`src/rtl/xm23_dev_pkg.sv`:
```
// ---------------------------------------------------------------------------
// xm23_dev_pkg
// Shared definitions for the XM23 device port bank:
//   - bit positions of the fields inside a channel CSR byte
//   - default width of the interrupt priority field
//   - the direction encoding of the CSR IO bit
//   - chan_offset(): byte offset of a channel's CSR from the bank base
// ---------------------------------------------------------------------------
package xm23_dev_pkg;

   localparam int CSR_IE      = 0;
   localparam int CSR_IO      = 1;
   localparam int CSR_DBA     = 2;
   localparam int CSR_OF      = 3;
   localparam int CSR_ENA     = 4;
   localparam int CSR_PRI_LSB = 5;

   localparam int DEF_PRI_W   = 3;

   typedef enum logic {
      DIR_IN  = 1'b0,
      DIR_OUT = 1'b1
   } dev_dir_e;

   // Each channel occupies a CSR/data byte pair, so channel i starts 2*i bytes
   // above the bank base.
   function automatic logic [15:0] chan_offset(input int unsigned idx);
      return 16'(2 * idx);
   endfunction

endpackage

```
`src/rtl/xm23_dev_channel.sv`:
```
// ---------------------------------------------------------------------------
// xm23_dev_channel
// One device channel: CSR byte, data byte, output handshake and the
// interrupt pending bit.
// Ports:
//   Clock, Reset_n      system clock, synchronous active-low reset
//   csr_wr, csr_wdata   bus write to this channel's CSR
//   data_wr, data_wdata bus write to this channel's data register
//   data_rd             bus read of the data register (read side effects)
//   in_valid, in_data   input device byte strobe and byte
//   out_ready           output device accepts the pending byte
//   grant_ack           PIC acknowledged this channel's granted request
//   csr, data           current register contents for the read mux
//   out_valid           output byte pending
//   pending, pri        interrupt pending bit and its priority
// ---------------------------------------------------------------------------
module xm23_dev_channel
   import xm23_dev_pkg::*;
#(
   parameter int PRI_W = DEF_PRI_W
)(
   input  logic             Clock,
   input  logic             Reset_n,
   input  logic             csr_wr,
   input  logic [7:0]       csr_wdata,
   input  logic             data_wr,
   input  logic [7:0]       data_wdata,
   input  logic             data_rd,
   input  logic             in_valid,
   input  logic [7:0]       in_data,
   input  logic             out_ready,
   input  logic             grant_ack,
   output logic [7:0]       csr,
   output logic [7:0]       data,
   output logic             out_valid,
   output logic             pending,
   output logic [PRI_W-1:0] pri
);

   logic             ie, ena, dba, of_flag;
   dev_dir_e         io;
   logic [PRI_W-1:0] pri_q;
   logic [7:0]       data_q;
   logic             out_valid_q, pending_q;

   logic             ie_n, ena_n, dba_n, of_n, out_valid_n, pending_n;
   dev_dir_e         io_n;
   logic [PRI_W-1:0] pri_n;
   logic [7:0]       data_n;
   logic             handshake;

   // DBA is never written directly from the bus.
   logic unused_csr_dba;
   assign unused_csr_dba = csr_wdata[CSR_DBA];

   assign handshake = out_valid_q && out_ready;

   // Next-state logic. Device/data events are resolved first, then a CSR
   // write is layered on top so that an IO direction change and the OF
   // write-1-to-clear have the final say over DBA, OF and out_valid.
   always_comb begin
      ie_n        = ie;
      io_n        = io;
      ena_n       = ena;
      pri_n       = pri_q;
      dba_n       = dba;
      of_n        = of_flag;
      data_n      = data_q;
      out_valid_n = out_valid_q;

      if (io == DIR_IN) begin
         if (ena && in_valid) begin
            data_n = in_data;
            dba_n  = 1'b1;
            if (dba && !data_rd) begin
               of_n = 1'b1;
            end
         end else if (data_rd) begin
            dba_n = 1'b0;
            of_n  = 1'b0;
         end
      end else begin
         if (data_wr) begin
            data_n      = data_wdata;
            out_valid_n = 1'b1;
            dba_n       = 1'b0;
            if (!dba && !handshake) begin
               of_n = 1'b1;
            end
         end else if (handshake) begin
            out_valid_n = 1'b0;
            dba_n       = 1'b1;
         end
      end

      if (csr_wr) begin
         ie_n  = csr_wdata[CSR_IE];
         io_n  = dev_dir_e'(csr_wdata[CSR_IO]);
         ena_n = csr_wdata[CSR_ENA];
         pri_n = csr_wdata[CSR_PRI_LSB +: PRI_W];
         if (csr_wdata[CSR_OF]) begin
            of_n = 1'b0;
         end
         if (io == DIR_IN && csr_wdata[CSR_IO]) begin
            dba_n = 1'b1;
         end else if (io == DIR_OUT && !csr_wdata[CSR_IO]) begin
            dba_n       = 1'b0;
            out_valid_n = 1'b0;
         end
      end

      // A fresh DBA rising edge beats an ack on the same cycle, but turning
      // IE off always wins.
      pending_n = pending_q;
      if (grant_ack) begin
         pending_n = 1'b0;
      end
      if (!dba && dba_n && ie && ena) begin
         pending_n = 1'b1;
      end
      if (csr_wr && !csr_wdata[CSR_IE]) begin
         pending_n = 1'b0;
      end
   end

   // Channel state registers; reset abandons any output handshake.
   always_ff @(posedge Clock) begin
      if (!Reset_n) begin
         ie          <= 1'b0;
         io          <= DIR_IN;
         ena         <= 1'b0;
         pri_q       <= '0;
         dba         <= 1'b0;
         of_flag     <= 1'b0;
         data_q      <= '0;
         out_valid_q <= 1'b0;
         pending_q   <= 1'b0;
      end else begin
         ie          <= ie_n;
         io          <= io_n;
         ena         <= ena_n;
         pri_q       <= pri_n;
         dba         <= dba_n;
         of_flag     <= of_n;
         data_q      <= data_n;
         out_valid_q <= out_valid_n;
         pending_q   <= pending_n;
      end
   end

   // Pack the CSR fields back into the bus-visible byte.
   always_comb begin
      csr                         = '0;
      csr[CSR_IE]                 = ie;
      csr[CSR_IO]                 = io;
      csr[CSR_DBA]                = dba;
      csr[CSR_OF]                 = of_flag;
      csr[CSR_ENA]                = ena;
      csr[CSR_PRI_LSB +: PRI_W]   = pri_q;
   end

   assign data      = data_q;
   assign out_valid = out_valid_q;
   assign pending   = pending_q;
   assign pri       = pri_q;

endmodule

```
`src/rtl/xm23_dev_port_bank.sv`:
```
// ---------------------------------------------------------------------------
// xm23_dev_port_bank
// Memory-mapped bank of NUM_DEV device channels for the XM23 CPU, plus a
// priority arbiter that presents one interrupt request to the PIC.
// Ports:
//   Clock, Reset_n              system clock, synchronous active-low reset
//   bus_addr/rd/wr/byte/wdata   CPU bus request
//   bus_rdata, bus_rvalid       registered read response (1-cycle latency)
//   bus_hit                     address falls inside the bank
//   dev_in_valid, dev_in_data   input device strobes and bytes
//   dev_out_valid, dev_out_data output bytes pending for devices
//   dev_out_ready               output devices accept their bytes
//   irq_req, irq_vect, irq_pri  granted interrupt request
//   irq_ack                     PIC accepted the granted request
// ---------------------------------------------------------------------------
module xm23_dev_port_bank
   import xm23_dev_pkg::*;
#(
   parameter int          NUM_DEV   = 5,
   parameter logic [15:0] ADDR_BASE = 16'h0000,
   parameter int          PRI_W     = DEF_PRI_W
)(
   input  logic                   Clock,
   input  logic                   Reset_n,
   input  logic [15:0]            bus_addr,
   input  logic                   bus_rd,
   input  logic                   bus_wr,
   input  logic                   bus_byte,
   input  logic [15:0]            bus_wdata,
   output logic [15:0]            bus_rdata,
   output logic                   bus_rvalid,
   output logic                   bus_hit,
   input  logic [NUM_DEV-1:0]     dev_in_valid,
   input  logic [8*NUM_DEV-1:0]   dev_in_data,
   output logic [NUM_DEV-1:0]     dev_out_valid,
   output logic [8*NUM_DEV-1:0]   dev_out_data,
   input  logic [NUM_DEV-1:0]     dev_out_ready,
   output logic                   irq_req,
   output logic [3:0]             irq_vect,
   output logic [PRI_W-1:0]       irq_pri,
   input  logic                   irq_ack
);

   localparam logic [15:0] SPAN = 16'(2 * NUM_DEV);

   logic [16:0]      addr_diff;
   logic [15:0]      offset;
   logic             is_data, word_even;
   logic [NUM_DEV-1:0] sel, pending;
   logic [7:0]       csr_arr  [NUM_DEV];
   logic [7:0]       data_arr [NUM_DEV];
   logic [PRI_W-1:0] pri_arr  [NUM_DEV];
   logic [15:0]      read_mux;
   logic             win_found;
   logic [3:0]       win_idx;
   logic [PRI_W-1:0] win_pri;

   // The extra top bit catches addresses below the base, which would
   // otherwise wrap into the bank.
   assign addr_diff = {1'b0, bus_addr} - {1'b0, ADDR_BASE};
   assign offset    = addr_diff[15:0];
   assign bus_hit   = !addr_diff[16] && (offset < SPAN);
   assign is_data   = offset[0];
   assign word_even = !bus_byte && !offset[0];

   for (genvar i = 0; i < NUM_DEV; i++) begin : g_chan
      logic grant_ack;

      assign sel[i]    = bus_hit && ({offset[15:1], 1'b0} == chan_offset(i));
      assign grant_ack = irq_ack && irq_req && (irq_vect == 4'(i));

      xm23_dev_channel #(
         .PRI_W (PRI_W)
      ) u_chan (
         .Clock      (Clock),
         .Reset_n    (Reset_n),
         .csr_wr     (bus_wr && sel[i] && !is_data),
         .csr_wdata  (bus_wdata[7:0]),
         .data_wr    (bus_wr && sel[i] && (is_data || word_even)),
         .data_wdata (word_even ? bus_wdata[15:8] : bus_wdata[7:0]),
         .data_rd    (bus_rd && sel[i] && (is_data || word_even)),
         .in_valid   (dev_in_valid[i]),
         .in_data    (dev_in_data[8*i +: 8]),
         .out_ready  (dev_out_ready[i]),
         .grant_ack  (grant_ack),
         .csr        (csr_arr[i]),
         .data       (data_arr[i]),
         .out_valid  (dev_out_valid[i]),
         .pending    (pending[i]),
         .pri        (pri_arr[i])
      );

      assign dev_out_data[8*i +: 8] = data_arr[i];
   end

   // Read mux: an even word access returns data in the high byte and the
   // CSR in the low byte; everything else is a zero-extended single byte.
   always_comb begin
      read_mux = '0;
      for (int i = 0; i < NUM_DEV; i++) begin
         if (sel[i]) begin
            if (word_even) begin
               read_mux = {data_arr[i], csr_arr[i]};
            end else if (is_data) begin
               read_mux = {8'h00, data_arr[i]};
            end else begin
               read_mux = {8'h00, csr_arr[i]};
            end
         end
      end
   end

   // Registered read response; a miss still answers, with zero data.
   always_ff @(posedge Clock) begin
      if (!Reset_n) begin
         bus_rdata  <= '0;
         bus_rvalid <= 1'b0;
      end else begin
         bus_rvalid <= bus_rd;
         if (bus_rd) begin
            bus_rdata <= read_mux;
         end
      end
   end

   // Priority arbiter over the registered pending bits. The strict '>'
   // keeps the lowest index on a priority tie.
   always_comb begin
      win_found = 1'b0;
      win_idx   = '0;
      win_pri   = '0;
      for (int i = 0; i < NUM_DEV; i++) begin
         if (pending[i] && (!win_found || pri_arr[i] > win_pri)) begin
            win_found = 1'b1;
            win_idx   = 4'(i);
            win_pri   = pri_arr[i];
         end
      end
   end

   assign irq_req  = win_found;
   assign irq_vect = win_idx;
   assign irq_pri  = win_pri;

endmodule

```
`config.mk`:
```
export PLATFORM = sky130hd
export DESIGN_NAME = xm23_dev_port_bank
export DESIGN_NICKNAME = d
export VERILOG_FILES = /design/src/rtl/xm23_dev_pkg.sv /design/src/rtl/xm23_dev_channel.sv /design/src/rtl/xm23_dev_port_bank.sv
export SDC_FILE = /design/constraint.sdc
export NUM_CORES = 1
export LEC_CHECK = 0
export BUFFER_PORTS_ARGS = -buffer_cell sky130_fd_sc_hd__buf_2
export CORE_ASPECT_RATIO = 1.4
export CORE_MARGIN = 2
export CORE_UTILIZATION = 54
export CTS_CLUSTER_SIZE = 8
export DETAILED_ROUTE_END_ITERATION = 10
export PLACE_DENSITY = 0.81
export SLEW_MARGIN = 0
export SYNTH_ARGS = -nofsm -noshare
export SYNTH_HDL_FRONTEND = slang
export SYNTH_SLANG_ARGS = --single-unit
```
`constraint.sdc`:
```
create_clock -name Clock -period 6.6 [get_ports Clock]
set_clock_uncertainty 0.05 [all_clocks]
set_input_delay 0.33 -clock Clock [delete_from_list [all_inputs] [get_ports Clock]]
set_output_delay 0.33 -clock Clock [all_outputs]
set_load 0.05 [all_outputs]
```
======== Word-level counts from Yosys, hierarchy flattened ========
Cells that the tools add are included.
storage, ports and cells
  bits in registers ....................... 107
  input bits .............................. 88
  output and inout port bits .............. 71
cells by class
  order comparisons ....................... 5
  equality and inequality tests ........... 13
  muxes and demuxes ....................... 165
  bitwise gates (word level) .............. 6
  reduce and logical (&&, ||, !) cells .... 141
operator list
  cell                                                                     number
  8-bit two-way mux                                                        21
  16-bit two-way mux                                                       10
  1-bit two-way mux                                                        126
  1-bit logical AND                                                        91
  15-bit by 2-bit equality test with 1-bit output (second input constant)  2
  1-bit logical NOT                                                        23
  2-bit nonzero test                                                       10
  16-bit by 4-bit < comparator with 1-bit output (second input constant)   1
  15-bit by 1-bit equality test with 1-bit output (second input constant)  1
  15-bit by 3-bit equality test with 1-bit output (second input constant)  1
  15-bit logical NOT                                                       1
  3-bit two-way mux                                                        5
  3-bit > comparator                                                       4
  4-bit two-way mux                                                        3
  2-bit by 1-bit != test with 1-bit output (second input constant)         5
  2-bit AND reduction                                                      5
  2-bit OR reduction                                                       5
  4-bit by 2-bit equality test with 1-bit output (second input constant)   2
  1-bit inverter                                                           6
  1-bit logical OR                                                         5
  4-bit by 1-bit equality test with 1-bit output (second input constant)   1
  4-bit by 3-bit equality test with 1-bit output (second input constant)   1
  4-bit logical NOT                                                        1

======== Longest topological paths before layout ========
  depth after elaboration ................. 21
  mapped depth ............................ 28

======== Modules after synthesis ========
From an unflattened synthesis, not the netlist that was laid out.
unflattened totals
  cells, all modules ...................... 828
  area, all modules ....................... 7,039.3 um2
by module, submodules not included
  module              times used  cells an instance  area an instance (um2)  sequential area each (um2)
  xm23_dev_channel    5           96                 894.6                   360.3
  xm23_dev_port_bank  1           348                2,566.2                 340.3

======== Worst setup path before layout ========
Ideal clock, no wire load.
  path type ............................... reg2out
  start point ............................. register g_chan[0].u_chan.pending_q
  end point ............................... output port irq_pri[0]
  arrival time ............................ 6.292 ns
  data required time ...................... 6.220 ns
  slack ................................... -0.072 ns
  stages on the path, launching flop included .. 27
  path buffers ............................ 2
  cells stage by stage .................... dfxtp_1 -> clkbuf_1 -> nand2_1 -> ha_1 -> nand2_1 -> o2111ai_1 -> nand3_1 -> and2_1 -> ha_1 -> nand2_1 -> o211a_1 -> or2_2 -> clkbuf_1 -> a31oi_1 -> inv_1 -> ha_1 -> nor2b_1 -> o21a_1 -> o21a_1 -> o21ai_1 -> mux2i_1 -> ha_1 -> a21oi_1 -> o21ai_0 -> o21ai_1 -> inv_1 -> a22oi_1
on the way
  cells in the longest elaborated chain, start to end .. 17
  elaborated cells on any way between the ends .. 25
  those cells by class .................... order compare (4); mux (9); reduce/logical (12)
ends and longest elaborated chain
  what                                                     line                       source
  from (decl)                                              xm23_dev_channel.sv:44     logic out_valid_q, pending_q;
  from (signal assigned)                                   xm23_dev_channel.sv:147    pending_q <= pending_n;
  3-bit two-way mux or 1-bit two-way mux (tied branches)   xm23_dev_port_bank.sv:133  if (pending[i] && (!win_found || pri_arr[i] > win_pri)) begin
  3-bit > comparator or 1-bit logical NOT (tied branches)  xm23_dev_port_bank.sv:133
  1-bit logical OR                                         xm23_dev_port_bank.sv:133
  1-bit logical AND                                        xm23_dev_port_bank.sv:133
  3-bit two-way mux or 1-bit two-way mux (tied branches)   xm23_dev_port_bank.sv:133
  3-bit > comparator or 1-bit logical NOT (tied branches)  xm23_dev_port_bank.sv:133
  1-bit logical OR                                         xm23_dev_port_bank.sv:133
  1-bit logical AND                                        xm23_dev_port_bank.sv:133
  3-bit two-way mux or 1-bit two-way mux (tied branches)   xm23_dev_port_bank.sv:133
  3-bit > comparator or 1-bit logical NOT (tied branches)  xm23_dev_port_bank.sv:133
  1-bit logical OR                                         xm23_dev_port_bank.sv:133
  1-bit logical AND                                        xm23_dev_port_bank.sv:133
  3-bit two-way mux or 1-bit two-way mux (tied branches)   xm23_dev_port_bank.sv:133
  3-bit > comparator or 1-bit logical NOT (tied branches)  xm23_dev_port_bank.sv:133
  1-bit logical OR                                         xm23_dev_port_bank.sv:133
  1-bit logical AND                                        xm23_dev_port_bank.sv:133
  3-bit two-way mux (*)                                    xm23_dev_port_bank.sv:133
  to (decl)                                                xm23_dev_port_bank.sv:40   output logic [PRI_W-1:0] irq_pri,
Mark *: on every way between the ends. The rest lies on a longest branch, timed or not.

======== Worst setup path after layout ========
  start point ............................. register g_chan[0].u_chan.pending_q
  end point ............................... output port irq_pri[1]
Same word-level chain as after synthesis.

==> impl_metrics.yaml <==
status:
  status: "finished, final reports clean"
layout:
  finalInstanceArea_um2: 7596
  antenna_cells: 0
  layout_common_cells: "buf_2 (153), nor2_1 (107), dfxtp_1 (106), mux2i_1 (92), a21oi_1 (69)"
  fillers: 1026
  syn_to_final_growth_pct: 17.86
  fin_nets: 979
  final_common_cell: "buf_2"
  final_layout_size_suffix_gt1_share_pct: 24.77
  finalNonFillerCells: 1031
sta:
  final.min_clock_period_ps: 6341
  finalMaxSlewViolations: 0
  finalSetupViolations: 0
  worst_slack_ps: 259.5
  post-route-period-util_pct: 96.07
  worst-slew-pin-transition_ps: 956.7
  max-slew-margin-rel_pct: 36.13
  hold_viol: 0
  max_freq_mhz: 157.7
floorplan:
  rows: 47
  dieArea_um2: 12840
  die_h_um: 133.3
  start_util_pct: 54.80
  die_x_um: 96.33
  core_um2: 11760
  io-pin-count: 159
synth:
  synthFlopType: "dfxtp_1"
  async_flop_share_pct: 0
  synth_area_um2: 6445
  syn-instance-count: 759
  avgSynthCellArea_um2: 8.491
  synth_cell_types: 71
  synth_fp_nets: 859
  yosys_warnings: 0
  synth-edff-count: 0
  synth-seq-cells: 107
  ys_seq_area_share_pct: 33.24
routing:
  first_pass_iters: 5
  drt_drc_violations_left: 0
  drtIter0Drc: 660
  antenna_left: 0
  wl_um: 21060
  wl_per_cell_um: 20.43
  vias_per_cell: 6.398
  dr_total_vias: 6596
power_and_ir_drop:
  cellPowerDensity_nw_per_um2: 181.2
  clkPwrFrac_pct: 43.3
  seqPwrFrac_pct: 47.1
  netSwitchingFraction_pct: 25.61
  p_switching_w: 0.0003526
  power.total_w: 0.001377
  power_frac_comb_pct: 9.6
  ir_drop_uv: 143.3
  power_leakage_nw: 3.212
  p_int_w: 0.001024
clocking:
  cts_buffers: 9
  clockBufferDepth: 2
  cts.sinks: 107
  clk_latency_ps: 350
  cts.htree.levels: 3
  cts_tree: "yes"
  worst_setup_hold_path_clk_slew_ps: 80
  clock-root-buffer: "clkbuf_16"
place:
  portBuffers: 157
  dp_hpwl_um: 15530
  pre_cts_ws_ps: 106.6
  dp.cells: 1011
  gp_congestion: 0.9817
  dpl-instance-area_um2: 7196
setup_path:
  worstSetupEndpointType: "output pin"
  r2r_slack_ps: 660
  startpoint: "g_chan[0].u_chan.pending"
  worstRegToRegCells: 27
  path_max_fanout: 10
  required_ps: 6220
  critical_path_arrival_ps: 5960
  regToRegEndpoint: "g_chan[0].u_chan.pending"
  critPathLaunchType: "register"
  r2r-start: "g_chan[0].u_chan.pending"
  crit_type: "register to output pin"
grt:
  grt_pass1_wl_um: 32170
  grt_max_degree: 71
  grt.total_usage_pct: 32.54
  antenna_found_initial: 0
  first_global_vias: 6208
  overflow: 0
hold_path:
  hp-start: "bus_wdata[3]"
  min_path_type: "input port to register"
  min_to: "g_chan[3].u_chan.of_flag"
  min_path_cells: 2
job:
  drv_cap: 0
## synth_stat cells (3+ instances only)
cell type	number	area share (%)
a211o_1	33	4.5
a21o_1	3	0.35
a21oi_1	69	5.4
a221o_1	3	0.47
a221oi_1	5	0.68
a22oi_1	9	1.0
a311oi_1	8	1.1
a31oi_1	11	1.1
a32oi_1	3	0.41
and2_1	14	1.4
and3_1	3	0.29
buf_1	3	0.17
buf_2	11	0.85
buf_4	6	0.70
clkbuf_1	35	2.0
dfxtp_1	107	33
ha_1	12	2.3
inv_1	15	0.87
mux2i_1	93	14
mux4_2	8	2.8
nand2_1	66	3.8
nand2b_1	6	0.58
nand3_1	8	0.62
nor2_1	107	6.2
nor2b_1	3	0.29
nor3_1	7	0.54
nor4_1	4	0.39
nor4_4	4	1.3
o21a_1	5	0.58
o21ai_0	29	2.3
o21ai_1	3	0.23
o221ai_1	9	1.2
o2bb2ai_1	8	1.1
or2_2	3	0.29
or3_1	4	0.39
## stage by stage
stage          TNS, ps  hold slack [ps]  utilization [%]
2_1_floorplan   -43.20            399.1                -
3_3_place_gp         0            405.3            61.18
3_5_place_dp         0            414.6            61.18
4_1_cts              0            185.4            64.01
5_1_grt         -228.9            234.1            64.59
6_report             0            193.6            64.59
## repair_timing
item,CTS,global route
pin swaps,0,2
setup buffers,0,4
hold buffers,0,0
endpoints found under the setup margin,6,7
resized for setup,2,11
## final cells by class
cell class	instances	area, um^2	share of cell area (%)
clock buffers	9	225.2	2.965
clock inverters	7	100.1	1.318
inverters	17	63.81	0.8401
multi-input cells	579	4021	52.94
flip-flops and latches	107	2146	28.25
well taps	147	183.9	2.421
repair buffers	165	855.8	11.27
## sequential cells by signal, summed over array words and instances, names as in the netlist, 5 cells and up
signal and flops:
g_chan.u_chan.ena 5, g_chan.u_chan.pri 15, bus_rdata 16, g_chan.u_chan.pending 5
g_chan.u_chan.of_flag 5, g_chan.u_chan.ie 5, g_chan.u_chan.io 5, g_chan.u_chan.out_valid 5
g_chan.u_chan.data 40, g_chan.u_chan.dba 5
## how the worst max path moves through the flow
stage / to / slack [ps] / depth (start not counted)
2_1_floorplan: irq_vect[0] / -20 / 26
3_5_place_dp: irq_pri[0] / 110 / 25
6_report: irq_pri[1] / 260 / 26
4_1_cts: irq_pri[0] / 20 / 25
3_3_place_gp: irq_pri[0] / 310 / 25
5_1_grt: irq_pri[0] / -70 / 26
## routing by layer
layer  part of all wire [%]  GRT usage [%]  vias up
li1                       -              -     3023
met4                    6.8          21.52        0
met3                    8.6          5.600       93
met5                      0              0        -
met2                     49          52.31      392
met1                     36          39.12     3088
## critical path: stages (launching register included)
cell      delay (ps)
dfxtp_4          400
nand2_1           90
ha_1             340
nand4_1          130
and2_1           220
a21o_1           200
and2_1           150
ha_1             310
nand2_1           60
o211a_1          240
or2_2            390
a31oi_2          240
inv_1             70
ha_1             280
nor2b_1          130
o21a_1           180
o21a_1           210
o21ai_4          210
mux2i_2          270
ha_1             290
a21oi_1          140
o21ai_0          170
o21ai_2          280
buf_4            170
nor2_1            40
a21oi_1          140
clkbuf_4         250
## cell families (layout without fill, tap and decap cells)
| family | after synthesis | count (layout) | share of synthesized area (%) |
|---|---|---|---|
| AOI/OAI and AO/OA | 219 | 219 | 23.39 |
| adders and majority gates | 12 | 12 | 2.330 |
| buffers and inverters | 73 | 198 | 4.931 |
| other | 1 | 1 | 0.05819 |
| and+or+nand+nor | 245 | 245 | 18.64 |
| muxes | 102 | 102 | 17.41 |
| DFF | 107 | 107 | 33.24 |
## power groups by stage
stage                     combinational [W]  clock [W]  sequential (W)
after floorplan                   0.0000609          0        0.000673
after global placement             0.000128          0        0.000664
after detailed placement           0.000128          0        0.000664
after CTS                          0.000129   0.000597        0.000649
after global routing               0.000138   0.000623        0.000649
final                              0.000132   0.000597        0.000648
Note: power is estimated with default switching activity, not from simulation.
